===== src/rtl/fb_pixel_reader.sv =====
// Frame-buffer read pipeline: display counts -> scaled/rotated read address -> aligned RGB888.
// Optional dark-pixel counter for mono mode, enabled by FB_PIXEL_READER_DARK_COUNT_EN.
module fb_pixel_reader #(
    parameter int unsigned IMG_W   = 320,
    parameter int unsigned IMG_H   = 240,
    parameter int unsigned ADDR_W  = 17,
    parameter int unsigned RAM_LAT = 2,
    parameter int unsigned HC_W    = 11,
    parameter int unsigned VC_W    = 10
) (
    input  logic              clk_in,
    input  logic              rst_n_in,
    input  logic [HC_W-1:0]   hcount_in,
    input  logic [VC_W-1:0]   vcount_in,
    input  logic              active_draw_in,
    input  logic              new_frame_in,
    input  logic [1:0]        scale_in,
    input  logic [1:0]        rot_in,
    input  logic              mono_in,
    input  logic [7:0]        thresh_in,
    output logic [ADDR_W-1:0] fb_addr_out,
    output logic              fb_en_out,
    input  logic [15:0]       fb_data_in,
    output logic [7:0]        red_out,
    output logic [7:0]        green_out,
    output logic [7:0]        blue_out,
`ifdef FB_PIXEL_READER_DARK_COUNT_EN
    output logic [ADDR_W:0]   dark_count_out,
`endif
    output logic              draw_out
);

    logic [1:0] scale_q;
    logic [1:0] rot_q;
    logic       mono_q;
    logic [7:0] thresh_q;

    always_ff @(posedge clk_in or negedge rst_n_in) begin
        if (!rst_n_in) begin
            scale_q  <= 2'd0;
            rot_q    <= 2'd0;
            mono_q   <= 1'b0;
            thresh_q <= 8'd128;
        end else if (new_frame_in) begin
            scale_q  <= scale_in;
            rot_q    <= rot_in;
            mono_q   <= mono_in;
            thresh_q <= thresh_in;
        end
    end

    logic [1:0]        shamt;
    logic [31:0]       h_s;
    logic [31:0]       v_s;
    logic [31:0]       sx;
    logic [31:0]       sy;
    logic              in_win;
    logic [ADDR_W-1:0] addr_d;

    always_comb begin
        shamt = (scale_q == 2'd0) ? 2'd0 : (scale_q == 2'd1) ? 2'd1 : 2'd2;
        h_s   = 32'(hcount_in) >> shamt;
        v_s   = 32'(vcount_in) >> shamt;
        unique case (rot_q)
            2'd0: begin
                sx = h_s;
                sy = v_s;
            end
            2'd1: begin
                sx = v_s;
                sy = IMG_H - 1 - h_s;
            end
            2'd2: begin
                sx = IMG_W - 1 - h_s;
                sy = IMG_H - 1 - v_s;
            end
            default: begin
                sx = IMG_W - 1 - v_s;
                sy = h_s;
            end
        endcase
        // Quarter-turn rotations swap which display axis spans the source width.
        in_win = rot_q[0] ? ((h_s < IMG_H) && (v_s < IMG_W))
                          : ((h_s < IMG_W) && (v_s < IMG_H));
        addr_d = ADDR_W'(sy * IMG_W + sx);
    end

    // Per-pixel tag {valid, mono, thresh} travels with the pixel so mode never splits mid-pixel.
    logic [ADDR_W-1:0]         addr_q;
    logic [9:0]                tag_s1_q;
    logic [RAM_LAT-1:0][9:0]   tag_pipe_q;
    logic [RAM_LAT+1:0]        draw_pipe_q;

    always_ff @(posedge clk_in or negedge rst_n_in) begin
        if (!rst_n_in) begin
            addr_q      <= '0;
            tag_s1_q    <= '0;
            tag_pipe_q  <= '0;
            draw_pipe_q <= '0;
        end else begin
            if (in_win) begin
                addr_q <= addr_d;
            end
            tag_s1_q      <= {in_win, mono_q, thresh_q};
            tag_pipe_q[0] <= tag_s1_q;
            for (int i = 1; i < RAM_LAT; i++) begin
                tag_pipe_q[i] <= tag_pipe_q[i-1];
            end
            draw_pipe_q <= {draw_pipe_q[RAM_LAT:0], active_draw_in};
        end
    end

    assign fb_addr_out = addr_q;
    assign fb_en_out   = tag_s1_q[9];
    assign draw_out    = draw_pipe_q[RAM_LAT+1];

    logic        vld_al;
    logic        mono_al;
    logic [7:0]  thr_al;
    logic [7:0]  r8;
    logic [7:0]  g8;
    logic [7:0]  b8;
    logic [10:0] luma_w;
    logic        lit;
    logic [23:0] rgb_d;
    logic [23:0] rgb_q;

    always_comb begin
        vld_al  = tag_pipe_q[RAM_LAT-1][9];
        mono_al = tag_pipe_q[RAM_LAT-1][8];
        thr_al  = tag_pipe_q[RAM_LAT-1][7:0];
        r8      = {fb_data_in[15:11], 3'b000};
        g8      = {fb_data_in[10:5], 2'b00};
        b8      = {fb_data_in[4:0], 3'b000};
        luma_w  = {2'b00, r8, 1'b0} + ({3'b000, g8} * 11'd5) + {3'b000, b8};
        // (luma_w >> 3) >= thr is the same test as luma_w >= thr * 8.
        lit     = (luma_w >= {thr_al, 3'b000});
        rgb_d   = 24'h000000;
        if (vld_al) begin
            if (mono_al) begin
                rgb_d = lit ? 24'hFFFFFF : 24'h000000;
            end else begin
                rgb_d = {r8, g8, b8};
            end
        end
    end

    always_ff @(posedge clk_in or negedge rst_n_in) begin
        if (!rst_n_in) begin
            rgb_q <= '0;
        end else begin
            rgb_q <= rgb_d;
        end
    end

    assign red_out   = rgb_q[23:16];
    assign green_out = rgb_q[15:8];
    assign blue_out  = rgb_q[7:0];

`ifdef FB_PIXEL_READER_DARK_COUNT_EN
    logic            dark_pix;
    logic [ADDR_W:0] dark_cnt_q;
    logic [ADDR_W:0] dark_count_q;

    assign dark_pix = vld_al & mono_al & ~lit;

    always_ff @(posedge clk_in or negedge rst_n_in) begin
        if (!rst_n_in) begin
            dark_cnt_q   <= '0;
            dark_count_q <= '0;
        end else if (new_frame_in) begin
            dark_count_q <= dark_cnt_q;
            dark_cnt_q   <= {{ADDR_W{1'b0}}, dark_pix};
        end else if (dark_pix && (dark_cnt_q != '1)) begin
            dark_cnt_q <= dark_cnt_q + 1'b1;
        end
    end

    assign dark_count_out = dark_count_q;
`endif

endmodule


===== config.mk =====
export PLATFORM = sky130hd
export DESIGN_NAME = fb_pixel_reader
export DESIGN_NICKNAME = d
export VERILOG_FILES = /design/src/rtl/fb_pixel_reader.sv
export SDC_FILE = /design/constraint.sdc
export NUM_CORES = 1
export LEC_CHECK = 0
export CORE_MARGIN = 1.5
export CORE_UTILIZATION = 49
export CTS_CLUSTER_SIZE = 24
export DETAILED_ROUTE_END_ITERATION = 16
export PLACE_DENSITY = 0.83
export SLEW_MARGIN = 20
export SYNTH_ARGS = -nofsm -noshare
export SYNTH_HDL_FRONTEND = slang
export SYNTH_SLANG_ARGS = --single-unit

===== constraint.sdc =====
create_clock -name clk_in -period 4.8 [get_ports clk_in]
set_input_delay 1.2 -clock clk_in [delete_from_list [all_inputs] [get_ports clk_in]]
set_output_delay 1.2 -clock clk_in [all_outputs]
set_load 0.05 [all_outputs]

==> results of run 1 <==
[timing repair]
action,in CTS,in global routing
pin swaps,26,30
buffers inserted,7,2
cloned,3,0
gates resized for setup,61,47
endpoints found under the setup margin,22,22
[power breakdown]
group	switching [mW]	total (mW)	internal, mW
Clock	0.282	0.587	0.306
Combinational	1.48	2.79	1.31
Sequential	0.0738	0.900	0.826
[layout make-up]
| cell class | count | area, sq um |
|---|---|---|
| Clock buffer | 9 | 124 |
| Timing Repair Buffer | 197 | 1820 |
| Tap cell | 140 | 175 |
| Sequential cell | 81 | 2030 |
| Inverter | 42 | 158 |
| Clock inverter | 7 | 109 |
| Fill cell | 741 | 3040 |
| Multi-Input combinational cell | 397 | 3430 |
[per-stage QoR]
stage,setup TNS (ns),hold WS [ns]
finish,0,0.352
global route,-0.974,0.356
CTS,-0.576,0.356
detailed placement,-13.37,0.335
global placement,-9.17,0.335
floorplan,-0.117,0.331
[layer usage]
layer / track usage (%) / up-vias / wire [um]
met5: 0 / - / 0
met4: 13.6 / 0 / 724
met3: 5.02 / 65 / 890
met2: 50.0 / 204 / 8090
met1: 27.0 / 2337 / 5390
li1: - / 2249 / -
[registers in the layout (all words and copies together) (netlist names)]
register,cells
thresh_q,8
draw_pipe_q,4
rot_q,2
rgb_q,17
tag_pipe_q,19
tag_s1_q,10
mono_q,1
fb_addr_out,17
scale_q,2
mono_al,1
[placed cells by master (no fill, tap or decap), types with 4 or more instances in the layout]
cell / Yosys / layout
a21o_1: 7 / 7
a21oi_1: 43 / 25
a21oi_2: 2 / 19
a31oi_1: 4 / 4
buf_4: 10 / 94
buf_6: 1 / 4
clkbuf_8: 0 / 9
clkdlybuf4s50_1: 0 / 77
dfrtp_1: 80 / 80
dlymetal6s2s_1: 0 / 5
fa_1: 8 / 6
ha_1: 52 / 42
ha_2: 0 / 4
ha_4: 0 / 6
inv_1: 42 / 40
mux2_1: 19 / 18
mux2_2: 17 / 15
mux2_4: 2 / 5
mux2i_1: 28 / 26
nand2_1: 38 / 38
nand2b_1: 5 / 5
nand3_1: 21 / 19
nor2_1: 39 / 38
nor2b_1: 7 / 6
o21a_1: 11 / 11
o21ai_0: 15 / 14
o21ai_2: 1 / 4
xnor2_1: 23 / 18
xnor2_2: 0 / 5
xor2_1: 11 / 11
[how the worst min path moves through the flow]
stage                                        start  slack, ns  cells after the start                  endpoint
after global placement     tag_pipe_q[4]$_DFF_PN0_       0.34                      0  tag_pipe_q[14]$_DFF_PN0_
after CTS                  tag_pipe_q[1]$_DFF_PN0_       0.36                      0  tag_pipe_q[11]$_DFF_PN0_
after floorplan           draw_pipe_q[0]$_DFF_PN0_       0.33                      0  draw_pipe_q[1]$_DFF_PN0_
final                        tag_s1_q[8]$_DFF_PN0_       0.35                      0   tag_pipe_q[8]$_DFF_PN0_
after global routing         tag_s1_q[8]$_DFF_PN0_       0.36                      0   tag_pipe_q[8]$_DFF_PN0_
after detailed placement   tag_pipe_q[1]$_DFF_PN0_       0.33                      0  tag_pipe_q[11]$_DFF_PN0_
[worst reg2reg max path, delay by kind of cell (launching register included)]
family          cells  cell delay [ns]
flops               1             0.56
mux                 2             0.50
buf+inv             2             0.45
compound gates      6             1.09
simple gates        3             0.36
xor+xnor            3             0.45
fa+ha+maj           3             0.96
[cells by family after synthesis]
kind of cell	after synthesis	share of synthesized area, %
AO/OA/AOI/OAI	111	12.5
AND/OR/NAND/NOR	124	10.3
multiplexers	68	13.9
buffers and inverters	73	6.00
XOR/XNOR	34	5.43
adder cells (fa/ha/maj)	60	14.8
flip-flops	81	37.0
==> out/results.txt, run 1 <==
The run finished with clean final reports. The count of nets left with antenna violations once routing finished came out at 0. After detailed routing, the total wire length is 15100 um. The run gives 5.01 ns as the worst path arrival time. The startpoint identified for the worst register-to-register timing path is scale_q[0]$_DFFE_PN0P_. The cell area that synthesis handed to floorplanning was 5480 sq um.

After global routing the overflow that remains totals 0. In the routed design, unresolved DRC markers number 0. The repair_antennas step left the layout with diodes totalling 0. Setup repair after global routing could not meet its margin everywhere.

For the worst setup path, the data required time is 5.03 ns. The number of synthesized register bits works out to 81. The number of nets handed over by synthesis was 665.

Clock skew on the completed layout was measured at 0.0131 ns. In the final design database the tool counted 842 nets. The per-cell routed wire length was 17.3 um. The pin count of the biggest net entering global routing came out at 82. The minimum clock period is 4.78 ns. VDD sags by at most 0.311 mV.

The clock passes through at most 2 buffers. The clock network latency to the later pin of the worst-skew pair is 0.37 ns, and the number of vias after detailed routing is 4855. The count of final max-slew check failures was 0; the critical path depth in cells was 21. The root buffer selected by CTS was clkbuf_8.

Clock-pin slew reported for the worst setup and hold paths after clock tree synthesis: 0.09 ns. Walking the worst path, the cells encountered are buf_8, mux2_4, mux2i_4, mux2i_1, ha_2, mux2_4, a21oi_4, ha_4, ha_4, nor2b_4, o21ai_2, nand2b_1, a21o_1, a21oi_2, xnor2_1, ha_1, and3_4, a221oi_2, xnor2_1, xnor2_1, a21oi_1. The startpoint of the most critical setup path was hcount_in[5]. In this run the critical register-to-register path is captured at fb_addr_out[16]$_DFFE_PN0P_.

The cell type contributing the most total cell area after synthesis is dfrtp_1. In the post-synthesis netlist, the cell with the most instances is dfrtp_1. TritonCTS built the clock tree. The detailed router's first-iteration violation count was 183.

Most frequently used flop master after synthesis: dfrtp_1. Total track usage: 26.3%. The clock drives 81 sinks. The proportion of synthesized flip-flops having asynchronous set or reset was 100%. Based on the critical path, the design can be clocked at up to 209 MHz. Across the run, the number of max-cap violations was 0.

The final-report hold violation count came out at 0. The kind of start point of the critical path was an input port. For the count of TritonRoute iterations in the first routing pass, the log shows 5. Once detailed placement completed, the half-perimeter wirelength came to 10100 um. The finished cells cover 7840 sq um. The first-pass GRT wire length came out at 24000 um. The via count of the first global-routing pass is 5133. The cell repeated most along the worst path is xnor2_1. The post-place instance area is 7160 sq um. The count of non-filler cells in the finished layout was 873.

The die width is 109 um, and the overall power consumption is 4.28 mW. At the end of the flow the core is filled with cells to 72.0%. The top cell type by area accounts for 36.5% of the synthesized area.

The tools report the number of placement rows as 38. The number of cells produced by synthesis is 551, and the post-synthesis sequential area ratio is 37.0%. The peak per-stage delay on the critical path came out at 0.32 ns. For this configuration, the core starts out at a cell density of 50.3%. The slowest stage of the critical path belongs to the cell ha_2. In this run the standard cell core region covers 10900 sq um. The fraction of layout instances using a drive strength above 1 came out at 28.8%.

After synthesis, the most frequently instantiated cells are dfrtp_1 (80), ha_1 (52), a21oi_1 (43), inv_1 (42), nor2_1 (39). In the post-route analysis, the smallest setup slack over all paths is 0.0204 ns. The family with the most delay on the worst path is adder cells. For the leakage dissipation, the log shows 3.79 nW. Buffers inserted to repair hold after CTS numbered 0.

At the end of routability-driven placement, the weighted congestion stood at 0.863. Each instance of the synthesized netlist takes up on average 9.95 sq um. The run gives 3 as the number of H-tree levels. In this run the worst setup path terminates at fb_addr_out[16]$_DFFE_PN0P_. Largest driver fanout on the critical path: 3. The worst setup path is captured at a flop. 97 I/O pins were placed. For the post-placement cell count, the log shows 845.

The count of final setup violators was 0; the cell area power density was 545 nW/um^2. For the pin with the worst max-slew slack, the measured transition is 1.09 ns. The number of antenna violations at the first check in global routing was 0. For the count of cell types in the netlist, the log shows 54.

In the finished design, the share of the clock period the worst path needs comes to 99.6%. For this run, the number of Yosys warnings is 0. Measured along the y axis, the die boundary spans 109 um.

The number of cells traversed by the worst register-to-register path came out at 19. The die covers 11800 sq um. The kind of critical path is input port to flop. From synthesis to final layout, the design area changed by 43.1%. The worst min-delay path class is flop to flop. The combined buffer and inverter count along the critical path is 1, and the post-placement setup slack is -0.965 ns. The worst relative slew slack is 26.9%, and the vias per cell is 5.56. Port buffering added 96 buffers. The clock buffer count from CTS is 9. Counting flops with a built-in enable in the synthesized netlist gives 0.

By area the synthesized netlist is led by dfrtp_1 (37%), ha_1 (12%), mux2i_1 (5.1%). The tools report the setup slack on the worst flop-to-flop path as 0.30 ns.
(Power assumes the default switching activity.)
==> run 2: changes to the inputs <==
Settings changed: GPL_ROUTABILITY_DRIVEN set to 0.
==> run 2 against run 1 <==
  * Combinational power up 4%
  * Fmax down 0.21%
  * Critical path type unchanged
  * Clock-buffer cell count up 1
  * Clock skew up 0.0028 ns
  * Worst setup slack worse by 0.010 ns
  * Sequential share of layout area about the same
  * Largest power group unchanged
==> out/results.txt, run 2 (same netlist as run 1, synthesis figures left out) <==
The commonest non-fill, non-tap cell in the layout was buf_4 (unchanged). The logs give 24.9% (was 26.3%) for the total track usage and 0 (unchanged) for the number of buffers inserted by hold repair at cts. The kind of capture point of the worst setup path was a flop (unchanged).

The run gives 81 (unchanged) as the clock sink count. The run gives 11800 sq um (unchanged) as the area of the die. The logs give 5.03 ns (about the same) for the required arrival time at the worst endpoint and 0.0159 ns (was 0.0131 ns) for the final clock skew. The fraction of layout instances using a drive strength above 1 came out at 29.4% (was 28.8%). The final-report hold violation count is 0 (unchanged), and the wire length reported by the detailed router is 14300 um (was 15100 um). The cell repeated most along the worst path is xnor2_1 (unchanged). For the boundary pin count, the log shows 97 (unchanged). Endpoint of the worst-slack reg-to-reg timing path: fb_addr_out[16]$_DFFE_PN0P_ (unchanged). The worst relative slew slack came out at 31.2% (was 26.9%). The flow ran to the end, and the final reports show no timing, DRC or antenna violations. The final core area utilization is 72.1% (was 72.0%). Critical-path cell list: buf_8, mux2_4, mux2i_4, mux2i_1, ha_2, mux2i_1, nor2_1, a21oi_4, buf_4, buf_4, ha_1, ha_2, a21o_1, a21oi_2, xnor2_1, ha_1, and3_4, a221oi_2, xnor2_1, xnor2_1, a21oi_1 (was buf_8, mux2_4, mux2i_4, mux2i_1, ha_2, mux2_4, a21oi_4, ha_4, ha_4, nor2b_4, o21ai_2, nand2b_1, a21o_1, a21oi_2, xnor2_1, ha_1, and3_4, a221oi_2, xnor2_1, xnor2_1, a21oi_1). The per-cell routed wire length came out at 16.2 um (was 17.3 um).

Sum of net half-perimeters after detailed placement: 10000 um (was 10100 um). Origin of the critical flop-to-flop path: scale_q[0]$_DFFE_PN0P_ (unchanged). Number of vias after detailed routing: 4830 (was 4855).

The kind of critical path was input port to flop (unchanged). The last element of the critical path was fb_addr_out[16]$_DFFE_PN0P_ (unchanged). The total DRC errors in the routed layout was 0 (unchanged). The largest driver fanout on the critical path is 4 (was 3), and the combinational share of power is 67.1% (was 65.2%). Kind of start point of the critical path: an input port (unchanged). The run gives 2.45 mW (was 2.44 mW) as the internal power summed over all cells. Root buffer selected by CTS: clkbuf_8 (unchanged). The share of total power in the clock network was 12.1% (was 13.7%).

The tools report the tightest hold margin as 0.343 ns (was 0.352 ns). The tools report the pin count of the biggest net entering global routing as 82 (unchanged). The initial cell density of the core is 50.3% (unchanged). Highest-count cells in the layout ignoring fill and taps: buf_4 (104), dfrtp_1 (80), clkdlybuf4s50_1 (75) (was buf_4 (94), dfrtp_1 (80), clkdlybuf4s50_1 (77)). Sequential cell fraction of total power: 20.9% (was 21.0%). Clock network latency to the later pin of the worst-skew pair: 0.36 ns (was 0.37 ns). For the filler cell count, the log shows 730 (was 741). The number of cells traversed by the worst register-to-register path was 24 (was 19); the clock buffer count from CTS was 9 (unchanged). Transition at the pin with the smallest max-transition slack: 1.03 ns (was 1.09 ns). Startpoint of the most critical setup path: hcount_in[5] (unchanged). The growth of design area from synthesis to finish is 43.3% (was 43.1%), and the number of flip-flops under the largest register name is 19 (unchanged).

The setup slack on the worst flop-to-flop path was 0.31 ns (was 0.30 ns); the vias per cell was 5.48 (was 5.56). The number of antenna violations at the first check in global routing came out at 0 (unchanged). Maximum buffer depth of the clock tree: 2 (unchanged). The highest clock frequency the design can meet came out at 209 MHz (about the same).

TritonCTS built the clock tree. The clock-pin slew reported for the worst setup and hold paths after clock tree synthesis came out at 0.09 ns (about the same). The tools report the worst ir drop on vdd as 0.332 mV (was 0.311 mV).

The net switching power was 1.85 mW (was 1.84 mW); the minimum clock period was 4.79 ns (was 4.78 ns). The peak per-stage delay on the critical path came out at 0.36 ns (was 0.32 ns). The net count of the finished layout is 851 (was 842), and the via count of the first global-routing pass is 5119 (was 5133). The number of H-tree levels was 3 (unchanged). The leakage dissipation is 3.80 nW (was 3.79 nW), and the worst path arrival time is 5.02 ns (was 5.01 ns). The cell area power density is 548 nW/um^2 (was 545 nW/um^2), and the number of antenna diodes is 0 (unchanged). The run gives 0 (unchanged) as the count of final setup violators. The largest register by flop count is tag_pipe_q (unchanged). Number of antenna-violating nets in the routed design: 0 (unchanged). The quantity of I/O buffers inserted on ports came out at 96 (unchanged). The height of the die was 109 um (unchanged); the net switching share of the total power was 43.0% (about the same).

The logs give 4 (was 5) for the count of TritonRoute iterations in the first routing pass and 10900 sq um (unchanged) for the total core area. The final clock period utilization by the worst path came out at 99.8% (was 99.6%). The overall power consumption was 4.31 mW (was 4.28 mW).

For the residual overflow from global routing, the log shows 0 (unchanged). Setup repair after global routing could not meet its margin everywhere. Cell with the largest stage delay on the worst path: ha_2 (unchanged). Number of placement rows: 38 (unchanged).

The die width is 109 um (unchanged). The first-pass GRT wire length came out at 23000 um (was 24000 um). The detailed router's first-iteration violation count was 206 (was 183).

The run gives 0 (unchanged) as the count of final max-slew check failures. The worst min-delay path class is flop to flop (unchanged). The tools report the number of maximum-capacitance violations as 0 (unchanged).
==> run 2: metrics by stage <==
step                cells  setup slack (ns)  area (sq um)  setup TNS (ns)
CTS                   871           -0.0318          7540         -0.0318
finish                882            0.0103          7860               0
global route          882            -0.132          7860          -0.559
global placement      846            -0.676          7170           -9.29
detailed placement    846            -0.939          7170          -13.31
floorplan             551            -0.117          5510          -0.117
==> run 2: worst max-delay path: cells and delay by family <==
kind                     cells  cell delay (ns)
buffers and inverters        3             0.38
XOR/XNOR                     3             0.44
AO/OA/AOI/OAI                5             0.70
AND/OR/NAND/NOR              2             0.38
multiplexers                 4             0.65
adder cells (fa/ha/maj)      4             1.27
==> run 2: power groups by stage <==
stage               registers, mW  clock network (mW)  logic [mW]
finish                      0.898               0.519        2.89
global placement            0.903                   0        2.42
floorplan                    1.26                   0        1.23
detailed placement          0.910                   0        2.55
global route                0.915               0.558        3.11
CTS                         0.899               0.527        2.67
==> run 2: final cells by class <==
type / count / area [sq um] / area share (%)
multi-input cells: 397 / 3430 / 43.7
well taps: 140 / 175 / 2.23
inverters: 42 / 158 / 2.01
repair buffers: 206 / 1860 / 23.7
clock inverters: 6 / 73.8 / 0.940
flip-flops and latches: 81 / 2030 / 25.8
clock buffers: 10 / 128 / 1.62
==> run 2: timing repair <==
item / 4_1_cts / 5_1_grt
gates cloned: 1 / 0
setup buffers: 8 / 11
endpoints found under the setup margin: 22 / 22
pin swaps: 19 / 42
gates resized for setup: 56 / 54
==> run 2: layer usage <==
metal / vias up / part of all wire (%) / GRT usage [%]
met3: 59 / 4.8 / 4.36
met1: 2315 / 37 / 26.0
met2: 185 / 53 / 46.6
met5: - / 0 / 0
met4: 0 / 4.5 / 14.0
li1: 2271 / - / -
==> run 2: worst min-delay path by stage <==
stage                                   from                        to  depth (start not counted)
global route           tag_s1_q[8]$_DFF_PN0_   tag_pipe_q[8]$_DFF_PN0_                          0
finish               tag_pipe_q[3]$_DFF_PN0_  tag_pipe_q[13]$_DFF_PN0_                          0
global placement     tag_pipe_q[4]$_DFF_PN0_  tag_pipe_q[14]$_DFF_PN0_                          0
detailed placement     tag_s1_q[1]$_DFF_PN0_   tag_pipe_q[1]$_DFF_PN0_                          0
floorplan           draw_pipe_q[0]$_DFF_PN0_  draw_pipe_q[1]$_DFF_PN0_                          0
CTS                  tag_pipe_q[3]$_DFF_PN0_  tag_pipe_q[13]$_DFF_PN0_                          0
==> run 3: changes to the inputs <==
==> constraint.sdc (replaced) <==
create_clock -name clk_in -period 4.8 [get_ports clk_in]
set_input_delay 0.96 -clock clk_in [delete_from_list [all_inputs] [get_ports clk_in]]
set_output_delay 0.96 -clock clk_in [all_outputs]
set_load 0.05 [all_outputs]
==> run 3 against run 2 <==
  * Final cell count decreased by 3.3%
  * Sequential share of layout area increased by 1.2 points
  * Fmax increased by 1.1%
  * Global-route usage decreased by 2.0 points
  * Non-clock buffer count decreased by 29
  * Via count decreased by 3.3%
  * Total power decreased by 4.7%
==> out/results.txt, run 3 (same netlist as run 1, synthesis figures left out) <==
The run finished with clean final reports. The highest clock frequency the design can meet was 211 MHz (was 209 MHz). Kind of start point of the critical path: an input port (unchanged).

The count of cells along the worst hold path works out to 0 (unchanged). For the number of vias after detailed routing, the log shows 4669 (was 4830). Kind of capture point of the worst setup path: a flop (unchanged). The vias per cell is 5.47 (was 5.48). The via count of the first global-routing pass was 4699 (was 5119). The post-placement setup slack was -0.714 ns (was -0.939 ns). The kind of critical path is input port to flop (unchanged). The number of antenna-violating nets in the routed design was 0 (unchanged). The transition at the pin with the smallest max-transition slack was 1.00 ns (was 1.03 ns). The run gives 0 ns (unchanged) as the setup TNS after final layout. Total track usage: 22.9% (was 24.9%).

The clock-pin slew reported for the worst setup and hold paths after clock tree synthesis works out to 0.09 ns (about the same). Total area of sequential cells: 2030 sq um (unchanged). The count of non-filler cells in the finished layout was 853 (was 882). The total core area came out at 10900 sq um (unchanged).

For the area occupied by multi-input gates, the log shows 3370 sq um (was 3430 sq um). The leakage dissipation was 3.62 nW (was 3.80 nW). TritonCTS built the clock tree.

The first-pass GRT wire length came out at 21200 um (was 23000 um). The cell area power density was 546 nW/um^2 (was 548 nW/um^2). Origin of the critical flop-to-flop path: scale_q[0]$_DFFE_PN0P_ (unchanged). The final clock period utilization by the worst path is 98.7% (was 99.8%). The number of flip-flops under the largest register name is 19 (unchanged). The total DRC errors in the routed layout came out at 0 (unchanged). Endpoint of the worst-slack reg-to-reg timing path: fb_addr_out[16]$_DFFE_PN0P_ (unchanged). The area of the die was 11800 sq um (unchanged). The clock buffer count from CTS is 9 (unchanged).

Highest-count cells in the layout ignoring fill and taps: clkdlybuf4s50_1 (83), dfrtp_1 (80), buf_4 (79) (was buf_4 (104), dfrtp_1 (80), clkdlybuf4s50_1 (75)). The commonest non-fill, non-tap cell in the layout was clkdlybuf4s50_1 (was buf_4). The height of the die was 109 um (unchanged). Count of final setup violators: 0 (unchanged). Residual overflow from global routing: 0 (unchanged). The minimum clock period works out to 4.74 ns (was 4.79 ns). Filler cell count: 764 (was 730). The setup slack after layout was 0.0603 ns (was 0.0103 ns). The post-placement cell count was 827 (was 846); the count of final max-slew check failures was 0 (unchanged).

The number of cells traversed by the worst register-to-register path came out at 21 (was 24). The run gives 0 (unchanged) as the number of antenna diodes. Setup repair after global routing could not meet its margin everywhere. The worst path arrival time is 4.97 ns (was 5.02 ns). The required arrival time at the worst endpoint is 5.03 ns (about the same), and the number of H-tree levels is 3 (unchanged).

Origin of the worst min-delay path: tag_s1_q[6]$_DFF_PN0_ (was tag_pipe_q[3]$_DFF_PN0_). The run gives 82 (unchanged) as the pin count of the biggest net entering global routing. The destination of the worst hold path is tag_pipe_q[6]$_DFF_PN0_ (was tag_pipe_q[13]$_DFF_PN0_). The sum of net half-perimeters after detailed placement is 9890 um (was 10000 um), and the final clock skew is 0.0160 ns (was 0.0159 ns).

The number of placement rows was 38 (unchanged); the largest driver fanout on the critical path was 8 (was 4). The quantity of I/O buffers inserted on ports was 96 (unchanged). The fraction of layout instances using a drive strength above 1 came out at 24.1% (was 29.4%). The tools report the number of antenna violations at the first check in global routing as 0 (unchanged).

The worst relative slew slack is 33.1% (was 31.2%), and the wire length reported by the detailed router is 13400 um (was 14300 um). The final core area utilization is 69.0% (was 72.1%). The count of TritonRoute iterations in the first routing pass came out at 6 (was 4). The per-cell routed wire length is 15.8 um (was 16.2 um). Worst min-delay path class: flop to flop (unchanged). Largest register by flop count: tag_pipe_q (unchanged).

The root buffer selected by CTS was clkbuf_8 (unchanged). The logs give 0 (unchanged) for the final-report hold violation count and 50.3% (unchanged) for the initial cell density of the core. Tightest hold margin: 0.349 ns (was 0.343 ns). The die width came out at 109 um (unchanged). The detailed router's first-iteration violation count is 202 (was 206). The clock network latency to the later pin of the worst-skew pair was 0.36 ns (about the same).

The number of maximum-capacitance violations is 0 (unchanged), and the number of buffers inserted by hold repair at cts is 0 (unchanged). The maximum buffer depth of the clock tree came out at 2 (unchanged). Clock sink count: 81 (unchanged). The logs give 97 (unchanged) for the boundary pin count and 822 (was 851) for the net count of the finished layout. For the worst ir drop on vdd, the log shows 0.348 mV (was 0.332 mV). For the setup slack on the worst flop-to-flop path, the log shows 0.14 ns (was 0.31 ns). Growth of design area from synthesis to finish: 37.1% (was 43.3%).
==> run 3: changes by cell type in the layout (fill, tap and decap cells not counted), sizes merged <==
cell | previous run | this run
clkdlybuf4s50 | 75 | 83
clkdlybuf4s15 | 2 | 0
dlygate4sd2 | 4 | 0
clkbuf | 10 | 16
dlymetal6s2s | 8 | 6
buf | 117 | 82
inv | 45 | 44
clkinv | 0 | 2
bufinv | 1 | 0
==> run 3: final cells by class <==
class,instances,share of cell area [%]
Multi-Input combinational cell,397,44.9
Clock inverter,6,0.666
Sequential cell,81,27.0
Clock buffer,10,1.70
Tap cell,140,2.33
Inverter,42,2.10
Timing Repair Buffer,177,21.3
==> run 3: worst max path at each step <==
| stage | from | endpoint | slack, ns | depth (start not counted) |
|---|---|---|---|---|
| 4_1_cts | hcount_in[7] | fb_addr_out[16]$_DFFE_PN0P_ | 0.01 | 22 |
| 2_1_floorplan | hcount_in[6] | fb_addr_out[16]$_DFFE_PN0P_ | 0.05 | 20 |
| 5_1_grt | fb_data_in[8] | rgb_q[10]$_DFF_PN0_ | -0.06 | 19 |
| 3_5_place_dp | hcount_in[5] | fb_addr_out[15]$_DFFE_PN0P_ | -0.71 | 22 |
| 6_report | fb_data_in[8] | rgb_q[5]$_DFF_PN0_ | 0.06 | 19 |
| 3_3_place_gp | hcount_in[5] | fb_addr_out[16]$_DFFE_PN0P_ | -0.50 | 21 |
==> run 3: critical path, cell delays in order <==
cell and delay [ns]:
clkdlybuf4s50_1 0.51, ha_1 0.25, ha_1 0.22, inv_1 0.07
fa_1 0.43, fa_1 0.50, inv_1 0.04, ha_1 0.31
a21oi_2 0.14, nor2_1 0.05, nor2_1 0.15, o21bai_1 0.10
a21oi_2 0.16, xor2_1 0.23, ha_1 0.29, a21o_1 0.22
nand3_4 0.12, clkbuf_16 0.16, nand3_1 0.07
==> run 3: power by group <==
part | total, mW | internal (mW) | switching, mW
clock network | 0.454 | 0.193 | 0.260
logic | 2.75 | 1.29 | 1.46
registers | 0.894 | 0.826 | 0.0675
total | 4.10 | 2.31 | 1.79
==> run 3: repair_timing <==
item | CTS | global route
gates resized for setup | 20 | 50
setup endpoints to repair | 4 | 22
buffers inserted | 4 | 5
cloned | 0 | 1
pin swaps | 13 | 24
==> run 3: per-layer routing <==
metal | part of all wire (%) | track usage [%]
met1 | 39 | 25.0
met2 | 53 | 43.7
met3 | 5.3 | 4.36
met4 | 2.8 | 8.36
met5 | 0 | 0
==> run 3: through the flow <==
step | cell area, sq um | total power [mW]
2_1_floorplan | 5510 | 2.49
3_3_place_gp | 7030 | 3.27
3_5_place_dp | 7030 | 3.39
4_1_cts | 7300 | 3.94
5_1_grt | 7510 | 4.36
6_report | 7510 | 4.10
